==> src/rtl/uart_pkg.sv <==
// uart_pkg: shared types and constants for the UART transmitter
package uart_pkg;

   localparam int DATA_W = 8;

   typedef enum logic [1:0] {IDLE, START, DATA, STOP} state_t;

   function automatic int calc_clks_per_bit(input int clk_freq, input int baud_rate);
      return clk_freq / baud_rate;
   endfunction

endpackage

==> src/rtl/uart_tx_fifo.sv <==
// uart_tx_fifo: power-of-two byte FIFO; push ignored when full, pop ignored when empty
module uart_tx_fifo
   import uart_pkg::*;
#(
   parameter int FIFO_DEPTH = 4
) (
   input  logic              clk,
   input  logic              rst,
   input  logic              push,
   input  logic              pop,
   input  logic [DATA_W-1:0] din,
   output logic [DATA_W-1:0] dout,
   output logic              full,
   output logic              empty
);

   localparam int AW = $clog2(FIFO_DEPTH);

   logic [DATA_W-1:0] mem [FIFO_DEPTH];
   logic [AW-1:0]     wp, rp;
   logic [AW:0]       count;
   logic              do_push, do_pop;

   assign full    = count == (AW+1)'(FIFO_DEPTH);
   assign empty   = count == '0;
   assign do_push = push && !full;
   assign do_pop  = pop && !empty;
   assign dout    = mem[rp];

   // storage array, written at the write pointer on an accepted push
   always_ff @(posedge clk) begin
      if (do_push) mem[wp] <= din;
   end

   // pointers wrap naturally because the depth is a power of two
   always_ff @(posedge clk) begin
      if (rst) begin
         wp    <= '0;
         rp    <= '0;
         count <= '0;
      end else begin
         if (do_push) wp <= wp + 1'b1;
         if (do_pop) rp <= rp + 1'b1;
         count <= count + {{AW{1'b0}}, do_push} - {{AW{1'b0}}, do_pop};
      end
   end

endmodule

==> src/rtl/uart_tx.sv <==
// uart_tx: buffered 8N1 serial transmitter with back-to-back framing
module uart_tx
   import uart_pkg::*;
#(
   parameter int CLK_FREQ     = 50000000,
   parameter int BAUD_RATE    = 9600,
   parameter int CLKS_PER_BIT = calc_clks_per_bit(CLK_FREQ, BAUD_RATE),
   parameter int FIFO_DEPTH   = 4
) (
   input  logic              clk,
   input  logic              rst,
   input  logic [DATA_W-1:0] data_in,
   input  logic              data_valid,
   output logic              ready,
   output logic              tx,
   output logic              busy
);

   localparam int CW = $clog2(CLKS_PER_BIT);
   localparam logic [CW-1:0] LAST = CW'(CLKS_PER_BIT - 1);

   state_t            state;
   logic [CW-1:0]     cnt;
   logic [2:0]        idx;
   logic [DATA_W-1:0] sh, head;
   logic              full, empty, pop, wrap, rst_q;

   assign wrap  = cnt == LAST;
   assign ready = !full && !rst_q;
   assign pop   = !empty && (state == IDLE || (state == STOP && wrap));
   assign busy  = state != IDLE || !empty;

   uart_tx_fifo #(.FIFO_DEPTH(FIFO_DEPTH)) fifo (
      .clk   (clk),
      .rst   (rst),
      .push  (data_valid && ready),
      .pop   (pop),
      .din   (data_in),
      .dout  (head),
      .full  (full),
      .empty (empty)
   );

   // holds ready low for the cycle following any reset edge
   always_ff @(posedge clk) begin
      rst_q <= rst;
   end

   // frame sequencer; tx is registered from the current state so it trails the state by one cycle
   always_ff @(posedge clk) begin
      if (rst) begin
         state <= IDLE;
         cnt   <= '0;
         idx   <= '0;
         sh    <= '0;
         tx    <= 1'b1;
      end else begin
         tx  <= state == START ? 1'b0 : state == DATA ? sh[0] : 1'b1;
         cnt <= (state == IDLE || wrap) ? '0 : cnt + 1'b1;
         case (state)
            IDLE: if (pop) begin
               state <= START;
               sh    <= head;
            end
            START: if (wrap) state <= DATA;
            DATA: if (wrap) begin
               sh  <= sh >> 1;
               idx <= idx + 1'b1;
               if (idx == 3'd7) state <= STOP;
            end
            STOP: if (wrap) begin
               state <= pop ? START : IDLE;
               if (pop) sh <= head;
            end
            default: state <= IDLE;
         endcase
      end
   end

endmodule

==> config.mk <==
export PLATFORM = sky130hd
export DESIGN_NAME = uart_tx
export DESIGN_NICKNAME = d
export VERILOG_FILES = /design/src/rtl/uart_pkg.sv /design/src/rtl/uart_tx_fifo.sv /design/src/rtl/uart_tx.sv
export SDC_FILE = /design/constraint.sdc
export NUM_CORES = 1
export LEC_CHECK = 0
export CORE_UTILIZATION = 50
export DETAILED_ROUTE_END_ITERATION = 7
export GPL_ROUTABILITY_DRIVEN = 1
export HOLD_SLACK_MARGIN = 0.15
export PLACE_DENSITY = 0.67
export SLEW_MARGIN = 20
export SYNTH_ARGS = -nofsm -noshare
export SYNTH_HDL_FRONTEND = slang
export SYNTH_HIERARCHICAL = 1
export SYNTH_SLANG_ARGS = --single-unit
==> constraint.sdc <==
create_clock -name clk -period 6.4 [get_ports clk]
set_input_delay 1.28 -clock clk [delete_from_list [all_inputs] [get_ports clk]]
set_output_delay 1.28 -clock clk [all_outputs]
set_load 0.005 [all_outputs]
==> flow_metrics.tcl <==
set metrics [dict create \
    status "finished clean" \
    synth_cell_types 45 \
    first_global_vias 1840 \
    worst_slack_ps 3056 \
    grt_pass1_wl_mm 8.293 \
    cpMostUsedCell "inv_1" \
    final_common_cell "dfxtp_1" \
    setup_viol 0 \
    drt-wirelength-per-cell_um 13.91 \
    cts_buffers 9 \
    synth_compound_area_frac 0.04112 \
    antenna_found_initial 0 \
    h-tree-depth 3 \
    post_cts_buffers 0 \
    layout-drive-gt1-share 0.1569 \
    core_area_mm2 0.005991 \
    dr.pass1.iters 4 \
    crit_chain "clkdlybuf4s50_1 > and2_1 > inv_1 > nor2_1 > inv_1 > ha_1 > inv_1 > ha_1 > fa_1 > xnor2_1 > xnor2_1 > nor2_1" \
    ys_top_cells_by_area "edfxtp_1 (31%), dfxtp_1 (24%), mux4_2 (5.7%), ha_1 (5.6%), nor2_1 (3.5%)" \
    cp_slowest_stage_delay_ps 440 \
    ys_warn_count 6 \
    power.density_mw_per_mm2 373.5 \
    hpwl_mm 3.288 \
    ioPinCount 14 \
    gr-total-overflow 0 \
    nets 295 \
    die_h_um 81.18 \
    synthMuxAreaShare 0.1166 \
    synthToLayoutAreaGrowth_pct 12.46 \
    clock_skew_ps 8.626 \
    num_rows 28 \
    drv_slew 0 \
    syn_nets 279 \
    max-cap-violations 0 \
    synth_edf_count 32 \
    fin_hold_ws_ps 460.0 \
    total_power_mw 1.317 \
    cts_tree "built" \
    critical_path_required_ps 6630 \
    drt_iter0_markers 87 \
    ys_seq_area_frac 0.5429 \
    min-delay-path-class "reg2reg" \
    insertion_delay_ps 340 \
    min_period_ps 3344 \
    slowest_stage "clkdlybuf4s50_1" \
    syn_inst 253 \
    die_area_mm2 0.006589 \
    vdd_drop_max_mv 0.1990 \
    start_util 0.5232 \
    postCtsHoldBufs 0 \
    mostFrequentLayoutCells "dfxtp_1 (37), edfxtp_1 (32), nor2_1 (29)" \
    clockBufferDepth 2 \
    power.leakage_nw 1.269 \
    synthSimpleGateAreaFrac 0.1645 \
    worst_setup_path_start_kind "input port" \
    worstPathMaxFanout 6 \
    synth_seq_cells 69 \
    drc 0 \
    gp_congestion 0.7275 \
    hold_viol 0 \
    vias 1835 \
    routed_wl_mm 4.856 \
    n_antenna_cell 0 \
    async_flop_share 0 \
    ant_nets 0 \
    end_kind "flip-flop" \
    synth_xor_area_frac 0.04192 \
    syn-cell-area_mm2 0.003134 \
    crit_type "in2reg" \
    cts_root_buffer "clkbuf_8" \
    via_per_inst 5.258 \
    clkSlewWorstSetupHoldPaths_ps 80 \
    die-width_um 81.18 \
    synth_top_family_by_area "simple AND/OR/NAND/NOR gates" \
    grt_max_degree 33 \
    tns_ps 0 \
    cts_resized 0 \
    rsz0062_at_grt "no" \
    dpl_worst_slack_ps 2730 \
    synth_fa_ha_area_frac 0.06228 \
    tightest_slew_ps 716.8 \
    arrival_ps 3570 \
    synthFlopType "dfxtp_1" \
    fmax_mhz 299.1 \
    post-route-period-util 0.5224 \
    synth_largest_area_cell "edfxtp_1" \
    nFillCells 469 \
    grt_usage 0.1730 \
    maxSlewHeadroom 0.5221 \
    clock-sinks 69 \
    synth.top_cell.area_share 0.3066 \
    numPortBuffers 13 \
    syn_area_per_cell_um2 12.39 \
]
-- path summary, 6_finish.rpt --
kind / from / to / slack, ps / cells after the start
max: data_valid / fifo/count[2] / 3060 / 12
min: idx[1] / idx[1] / 460 / 2
max reg2reg: cnt[0] / fifo/count[2] / 3510 / 14
min reg2reg: idx[1] / idx[1] / 460 / 2
-- report_power, final --
group	total, mW	switching [mW]	internal [mW]
Clock	0.356	0.171	0.185
Sequential	0.573	0.0488	0.524
Combinational	0.387	0.180	0.208
Total	1.32	0.400	0.917
-- logic make-up (layout without fill, tap and decap cells) --
family / after synthesis / after routing
multiplexers: 23 / 23
buffers and inverters: 23 / 44
AO/OA/AOI/OAI: 19 / 19
XOR/XNOR: 15 / 15
flip-flops: 69 / 69
AND/OR/NAND/NOR: 89 / 89
adder cells (fa/ha/maj): 15 / 15
-- cell type report --
| type | count | area [um^2] | share of cell area |
|---|---|---|---|
| flip-flops and latches | 69 | 1702 | 0.4828 |
| multi-input cells | 161 | 1336 | 0.3791 |
| repair buffers | 14 | 137.6 | 0.03905 |
| clock buffers | 9 | 123.9 | 0.03514 |
| well taps | 75 | 93.84 | 0.02662 |
| clock inverters | 7 | 78.83 | 0.02236 |
| inverters | 14 | 52.55 | 0.01491 |
-- per-stage QoR --
step	util	instance area [um^2]	std cells
finish	0.5883	3525	349
global route	0.5883	3525	349
CTS	0.5883	3525	349
detailed placement	0.5545	3322	333
global placement	0.5545	3322	333
floorplan	-	3134	253
-- registers in the layout, summed over array words and instances (netlist names), named ones only --
name        flops
rst_q           1
sh              8
fifo/wp         2
tx              1
fifo/mem       32
idx             3
state           2
fifo/rp         2
cnt            13
fifo/count      3
-- worst max-delay path: cells and delay by family --
| family | cells | cell delay, ps |
|---|---|---|
| buffers and inverters | 4 | 620 |
| AND/OR/NAND/NOR | 3 | 510 |
| adder cells (fa/ha/maj) | 3 | 840 |
| XOR/XNOR | 2 | 330 |
-- Yosys cell counts, types with 4 or more instances --
cell      count
mux2_4        7
dfxtp_1      37
nand2_1       7
nand4_1       5
and2_1        6
clkbuf_1      4
a21oi_1       6
ha_1         14
mux4_2        8
o21ai_0       4
xor2_1        7
nand3_1       7
nor2_1       29
edfxtp_1     32
inv_1        14
xnor2_1       8
mux2i_1       8
nor2b_1      12
-- routing by layer --
layer  wire [um]  GRT usage  vias up
met3         189    0.06404        8
met1        2290     0.2092      872
li1            -          -      929
met4          57    0.05357        0
met2        2318     0.2866       26
met5           0          0        -
Power figures use the tool's default switching activity.
